## src/rtl/multi_ch_skew_shift_reg.sv

```systemverilog
// ---------------------------------------------------------------------------
// multi_ch_skew_shift_reg
//
// Multi-lane, runtime-programmable delay line that feeds operand rows/columns
// into a systolic PE grid. Each lane is an advance-driven shift register. The
// lane output is taken from a programmable tap. With skew enabled, lane c is
// delayed c extra advances, which gives the triangular wavefront.
//
// Ports
//   clk        : clock, all state updates on the rising edge
//   rst_n      : asynchronous active-low reset
//   cfg_load   : load depth_cfg/skew_en and clear the pipeline
//   depth_cfg  : requested base depth D (clamped into 1..MAX_DEPTH)
//   skew_en    : 1 -> lane c delay = D+c, 0 -> every lane delay = D
//   clear      : synchronous clear of pipeline data and tags, config kept
//   in_valid   : advance all lanes, pushing data_in with tag=1
//   flush      : advance all lanes, pushing zeros with tag=0 (drain)
//   data_in    : lane c sample at [c*DATA_WIDTH +: DATA_WIDTH]
//   data_out   : registered lane outputs, same packing as data_in
//   out_valid  : per-lane one-cycle pulse when a tagged sample is delivered
//   busy       : some tagged sample is still waiting inside lane storage
//   cfg_clamp  : one-cycle pulse when the last cfg_load needed clamping
// ---------------------------------------------------------------------------
module multi_ch_skew_shift_reg #(
    parameter int DATA_WIDTH = 8,
    parameter int NUM_CH     = 4,
    parameter int MAX_DEPTH  = 27,
    parameter int DEPTH_W    = 5
) (
    input  logic                         clk,
    input  logic                         rst_n,
    input  logic                         cfg_load,
    input  logic [DEPTH_W-1:0]           depth_cfg,
    input  logic                         skew_en,
    input  logic                         clear,
    input  logic                         in_valid,
    input  logic                         flush,
    input  logic [NUM_CH*DATA_WIDTH-1:0] data_in,
    output logic [NUM_CH*DATA_WIDTH-1:0] data_out,
    output logic [NUM_CH-1:0]            out_valid,
    output logic                         busy,
    output logic                         cfg_clamp
);

    localparam int STAGES = MAX_DEPTH + NUM_CH - 1;
    // Wide enough for D + (NUM_CH-1) - 1 at maximum settings without wrap.
    localparam int TAP_W  = DEPTH_W + $clog2(NUM_CH) + 1;
    localparam int IDX_W  = $clog2(STAGES);
    localparam logic [DEPTH_W-1:0] MAX_D = DEPTH_W'(MAX_DEPTH);

    logic [DEPTH_W-1:0] r_depth;
    logic               r_skew;
    logic               r_busy;
    logic               r_cfg_clamp;

    logic               w_wipe;
    logic               w_adv;
    logic               w_push_tag;
    logic [DEPTH_W-1:0] w_depth_clamped;
    logic               w_clamp;
    logic [NUM_CH-1:0]  w_lane_busy_next;

    // cfg_load and clear both drop any concurrent push.
    assign w_wipe     = cfg_load | clear;
    assign w_adv      = ~w_wipe & (in_valid | flush);
    assign w_push_tag = in_valid;

    always_comb begin
        w_depth_clamped = depth_cfg;
        w_clamp         = 1'b0;
        if (depth_cfg == '0) begin
            w_depth_clamped = DEPTH_W'(1);
            w_clamp         = 1'b1;
        end else if (depth_cfg > MAX_D) begin
            w_depth_clamped = MAX_D;
            w_clamp         = 1'b1;
        end
    end

    always_ff @(posedge clk or negedge rst_n) begin
        if (!rst_n) begin
            r_depth     <= MAX_D;
            r_skew      <= 1'b0;
            r_cfg_clamp <= 1'b0;
        end else begin
            r_cfg_clamp <= 1'b0;
            if (cfg_load) begin
                r_depth     <= w_depth_clamped;
                r_skew      <= skew_en;
                r_cfg_clamp <= w_clamp;
            end
        end
    end

    // busy is taken from the next-state tags so it tracks storage exactly.
    always_ff @(posedge clk or negedge rst_n) begin
        if (!rst_n) begin
            r_busy <= 1'b0;
        end else if (w_wipe) begin
            r_busy <= 1'b0;
        end else if (w_adv) begin
            r_busy <= |w_lane_busy_next;
        end
    end

    genvar gi;
    generate
        for (gi = 0; gi < NUM_CH; gi++) begin : g_lane
            logic [DATA_WIDTH-1:0] r_data [STAGES];
            logic [STAGES-1:0]     r_tag;
            logic [DATA_WIDTH-1:0] r_out;
            logic                  r_vld;

            logic [TAP_W-1:0]      w_tap;
            logic [IDX_W-1:0]      w_rd_idx;
            logic [DATA_WIDTH-1:0] w_in_data;
            logic [DATA_WIDTH-1:0] w_tap_data;
            logic                  w_tap_tag;
            logic [STAGES-1:0]     w_keep;
            logic [STAGES-1:0]     w_tag_next;

            // Tap 0 is data_in itself; tap t (t>0) is stage t-1.
            assign w_tap     = TAP_W'(r_depth) + (r_skew ? TAP_W'(gi) : '0) - TAP_W'(1);
            assign w_rd_idx  = IDX_W'(w_tap - TAP_W'(1));
            assign w_in_data = in_valid ? data_in[gi*DATA_WIDTH +: DATA_WIDTH] : '0;

            always_comb begin
                w_tap_data = w_in_data;
                w_tap_tag  = w_push_tag;
                if (w_tap != '0) begin
                    w_tap_data = r_data[w_rd_idx];
                    w_tap_tag  = r_tag[w_rd_idx];
                end
            end

            // Stages at or past the tap hold data that has already been
            // delivered; their tags are dropped so busy reflects only
            // samples still waiting for output.
            always_comb begin
                w_keep = '0;
                for (int i = 0; i < STAGES; i++) begin
                    w_keep[i] = (TAP_W'(i) < w_tap);
                end
            end

            assign w_tag_next = {r_tag[STAGES-2:0], w_push_tag} & w_keep;
            assign w_lane_busy_next[gi] = |w_tag_next;

            always_ff @(posedge clk or negedge rst_n) begin
                if (!rst_n) begin
                    for (int i = 0; i < STAGES; i++) r_data[i] <= '0;
                    r_tag <= '0;
                    r_out <= '0;
                    r_vld <= 1'b0;
                end else if (w_wipe) begin
                    for (int i = 0; i < STAGES; i++) r_data[i] <= '0;
                    r_tag <= '0;
                    r_out <= '0;
                    r_vld <= 1'b0;
                end else if (w_adv) begin
                    r_data[0] <= w_in_data;
                    for (int i = 1; i < STAGES; i++) r_data[i] <= r_data[i-1];
                    r_tag <= w_tag_next;
                    r_out <= w_tap_data;
                    r_vld <= w_tap_tag;
                end else begin
                    r_vld <= 1'b0;
                end
            end

            assign data_out[gi*DATA_WIDTH +: DATA_WIDTH] = r_out;
            assign out_valid[gi] = r_vld;
        end
    endgenerate

    assign busy      = r_busy;
    assign cfg_clamp = r_cfg_clamp;

endmodule

```

## config.mk

```make
export PLATFORM = sky130hd
export DESIGN_NAME = multi_ch_skew_shift_reg
export DESIGN_NICKNAME = d
export VERILOG_FILES = /design/src/rtl/multi_ch_skew_shift_reg.sv
export SDC_FILE = /design/constraint.sdc
export NUM_CORES = 2
export LEC_CHECK = 0
export ABC_AREA = 1
export CAP_MARGIN = 10
export CORE_MARGIN = 2
export CORE_UTILIZATION = 51
export DETAILED_ROUTE_END_ITERATION = 10
export GPL_TIMING_DRIVEN = 1
export PLACE_DENSITY = 0.67
export SYNTH_ARGS = -nofsm -noshare
export SYNTH_HDL_FRONTEND = slang
export SYNTH_SLANG_ARGS = --single-unit
```

## constraint.sdc

```tcl
create_clock -name clk -period 9.1 [get_ports clk]
set_input_delay 1.82 -clock clk [delete_from_list [all_inputs] [get_ports clk]]
set_output_delay 1.82 -clock clk [all_outputs]
set_load 0.01 [all_outputs]
```

==> results_dict.tcl <==
set metrics [dict create \
    fillers 9124 \
    max-slew-margin-rel_pct 22.8 \
    maxCapViolations 0 \
    async_flop_share_pct 100 \
    avgSynthCellArea_um2 8.56 \
    numCtsBuffers 116 \
    die_h_um 325 \
    grt_pass1_vias 41688 \
    core_um2 102000 \
    dieArea_um2 106000 \
    gp_congestion 0.867 \
    netlist_area_um2 52600 \
    ys_seq_area_share_pct 53.5 \
    port_buffers 81 \
    multi_input_area_um2 18400 \
    grt_pass1_wl_um 227000 \
    htree_num_levels 3 \
    clock_sinks 1124 \
    synthFlopType "dfrtp_1" \
    cpPeakStageDelay_ns 0.89 \
    grt_max_degree 249 \
    powerDensity_nw_per_um2 222 \
    syn_to_final_growth_pct 10.1 \
    dp_hpwl_um 78500 \
    ff_latch_area_um2 28100 \
    route.detailed.drc 0 \
    hold_path_class "flip-flop to flip-flop" \
    synth_seq_cells 1124 \
    critPathLaunchType "flip-flop" \
    clkTransAtPathRegs_ns 0.06 \
    diodes 0 \
    fin_ws_ns 3.48 \
    fin_skew_ns 0.0249 \
    slowest_stage "dfstp_4" \
    drive_gt1_share_pct 5.35 \
    initial_core_util_pct 51.5 \
    ys_warn_count 0 \
    num_vias 43555 \
    timing.final.crit_share_pct 61.7 \
    hold_violations 0 \
    first_pass_iters 8 \
    peakVddDrop_mv 0.171 \
    fin_crit_ns 5.62 \
    finish.net_count 6005 \
    routed_wl_um 139000 \
    syn_nets 6209 \
    status "completed" \
    drtAntennaViolNets 0 \
    fmax_mhz 178 \
    place_ws_ns 3.38 \
    finalSetupTns_ns 0 \
    vias_per_cell 5.88 \
    critical_path_class "flip-flop to flip-flop" \
    required_ns 9.71 \
    synth_edf_count 0 \
    cts_resized 0 \
    clkLatencyLatePin_ns 0.72 \
    cts_hold_buffers 0 \
    path_cells "inv_2 -> ha_4 -> inv_4 -> ha_1 -> clkinv_2 -> buf_4 -> buf_4 -> o21ai_0 -> o21ai_0 -> nand2_1 -> nand2_1 -> nand2_1 -> nand2_1 -> o221ai_1 -> nand3_1 -> nand2_1" \
    cpMostUsedCell "nand2_1" \
    antenna_found_initial 3 \
    fp.dieW_um 325 \
    wl_per_cell_um 18.7 \
    report.final.slew_viol_count 0 \
    root_buffer "clkbuf_16" \
    finalSetupViolCount 0 \
    layout_commonest_cell "dfrtp_1" \
    arrival_ns 6.23 \
    worstMarginPinSlew_ns 1.16 \
    cts_tree "yes" \
    top_level_ports 82 \
    grt-ovfl-total 0 \
    crit_fanout 66 \
    synth_cells 6143 \
    drt_iter0_markers 4453 \
    cts_buffer_depth 3 \
    rsz0062_at_grt "no" \
    rows 117 \
    p_leak_uw 0.0245 \
    end_kind "flip-flop" \
    postCtsSetupBuffers 0 \
    mostFrequentLayoutCells "dfrtp_1, inv_1, o22ai_1" \
    synthDistinctLibCells 46 \
    grt_util_all_layers_pct 25.9 \
]
[stage by stage]
| stage | area [um^2] | cells | util [%] | hold WS, ns | power, uW |
|---|---|---|---|---|---|
| 3_3_place_gp | 53900 | 7189 | 52.9 | 0.464 | 8030 |
| 6_report | 57900 | 7407 | 56.7 | 0.486 | 12900 |
| 5_1_grt | 57900 | 7407 | 56.7 | 0.508 | 13400 |
| 3_5_place_dp | 53900 | 7189 | 52.9 | 0.465 | 8040 |
| 4_1_cts | 57900 | 7407 | 56.7 | 0.488 | 12900 |
| 2_1_floorplan | 52600 | 6143 | - | 0.453 | 7040 |
[worst paths after layout]
path                                         start              endpoint  slack, ns  cells past startpoint
worst min register to register  g_lane[0].r_out[2]    g_lane[0].r_out[2]       0.49                      2
min in group asynchronous                    rst_n  g_lane[2].r_data[22]       1.12                      1
max in group asynchronous                    rst_n  g_lane[0].r_data[64]       5.90                      3
worst min-delay path            g_lane[0].r_out[2]    g_lane[0].r_out[2]       0.49                      2
worst max register to register          r_depth[0]    g_lane[1].r_out[2]       3.48                     16
worst max-delay path                    r_depth[0]    g_lane[1].r_out[2]       3.48                     16
[state kept, by name, summed over array words and instances (netlist names)]
signal / flops
cfg_clamp: 1
r_skew: 1
g_lane.r_vld: 4
g_lane.r_tag: 120
g_lane.r_out: 32
busy: 1
r_depth: 5
g_lane.r_data: 960
[where the power goes]
| group | switching [uW] | internal (uW) |
|---|---|---|
| Sequential | 38.9 | 5040 |
| Combinational | 2090 | 826 |
| Clock | 2040 | 2820 |
| Total | 4170 | 8690 |
[critical path, delay by kind of cell (launching register included)]
family,cells,cell delay [ns]
buf+inv,5,2.01
compound gates,3,0.53
flops,1,0.89
simple gates,6,0.50
fa+ha+maj,2,1.49
[metal layers]
metal	wire, um	global-route usage, %
met5	26	0
met4	2960	6.28
met3	7950	3.63
met2	62800	40.0
met1	64800	38.7
[area by class of cell]
cell class | instances | area share, %
Sequential cell | 1124 | 48.6
Multi-Input combinational cell | 3426 | 31.8
Inverter | 1127 | 7.33
Clock buffer | 176 | 6.05
Tap cell | 1368 | 2.96
Timing Repair Buffer | 144 | 2.53
Clock inverter | 42 | 0.774
[cell usage after synthesis (3+ instances only)]
| library cell | count | area, um^2 |
|---|---|---|
| dfrtp_1 | 1120 | 28000 |
| inv_1 | 1101 | 4130 |
| o22ai_1 | 1074 | 6720 |
| nand2_1 | 769 | 2890 |
| o21ai_0 | 548 | 2740 |
| clkbuf_1 | 367 | 1380 |
| nor2_1 | 272 | 1020 |
| a21oi_1 | 233 | 1170 |
| nand3_1 | 188 | 941 |
| o221ai_1 | 102 | 893 |
| buf_2 | 64 | 320 |
| o211ai_1 | 57 | 428 |
| nand4_1 | 24 | 150 |
| buf_1 | 22 | 82.6 |
| inv_2 | 22 | 82.6 |
| o32ai_1 | 22 | 193 |
| ha_1 | 20 | 250 |
| a22oi_1 | 16 | 120 |
| o311ai_0 | 16 | 140 |
| a211oi_1 | 14 | 105 |
| a31oi_1 | 14 | 87.6 |
| buf_4 | 11 | 82.6 |
| nand2_2 | 11 | 68.8 |
| o2111ai_1 | 9 | 78.8 |
| a22o_1 | 5 | 43.8 |
| nor2_2 | 5 | 31.3 |
| o21ai_1 | 5 | 25.0 |
| clkinv_1 | 4 | 15.0 |
| dfstp_2 | 4 | 105 |
| xor2_2 | 3 | 48.8 |
[kinds of logic (layout without fill, tap and decap cells)]
kind of cell    count (synthesis)  count (layout)  share of synthesized area, %
compound gates               2120            2120                          24.3
xor+xnor                        5               5                         0.162
fa+ha+maj                      22              22                         0.552
buf+inv                      1593            1489                          11.6
flops                        1124            1124                          53.5
simple gates                 1279            1279                          9.86
Power figures use the tool's default switching activity.
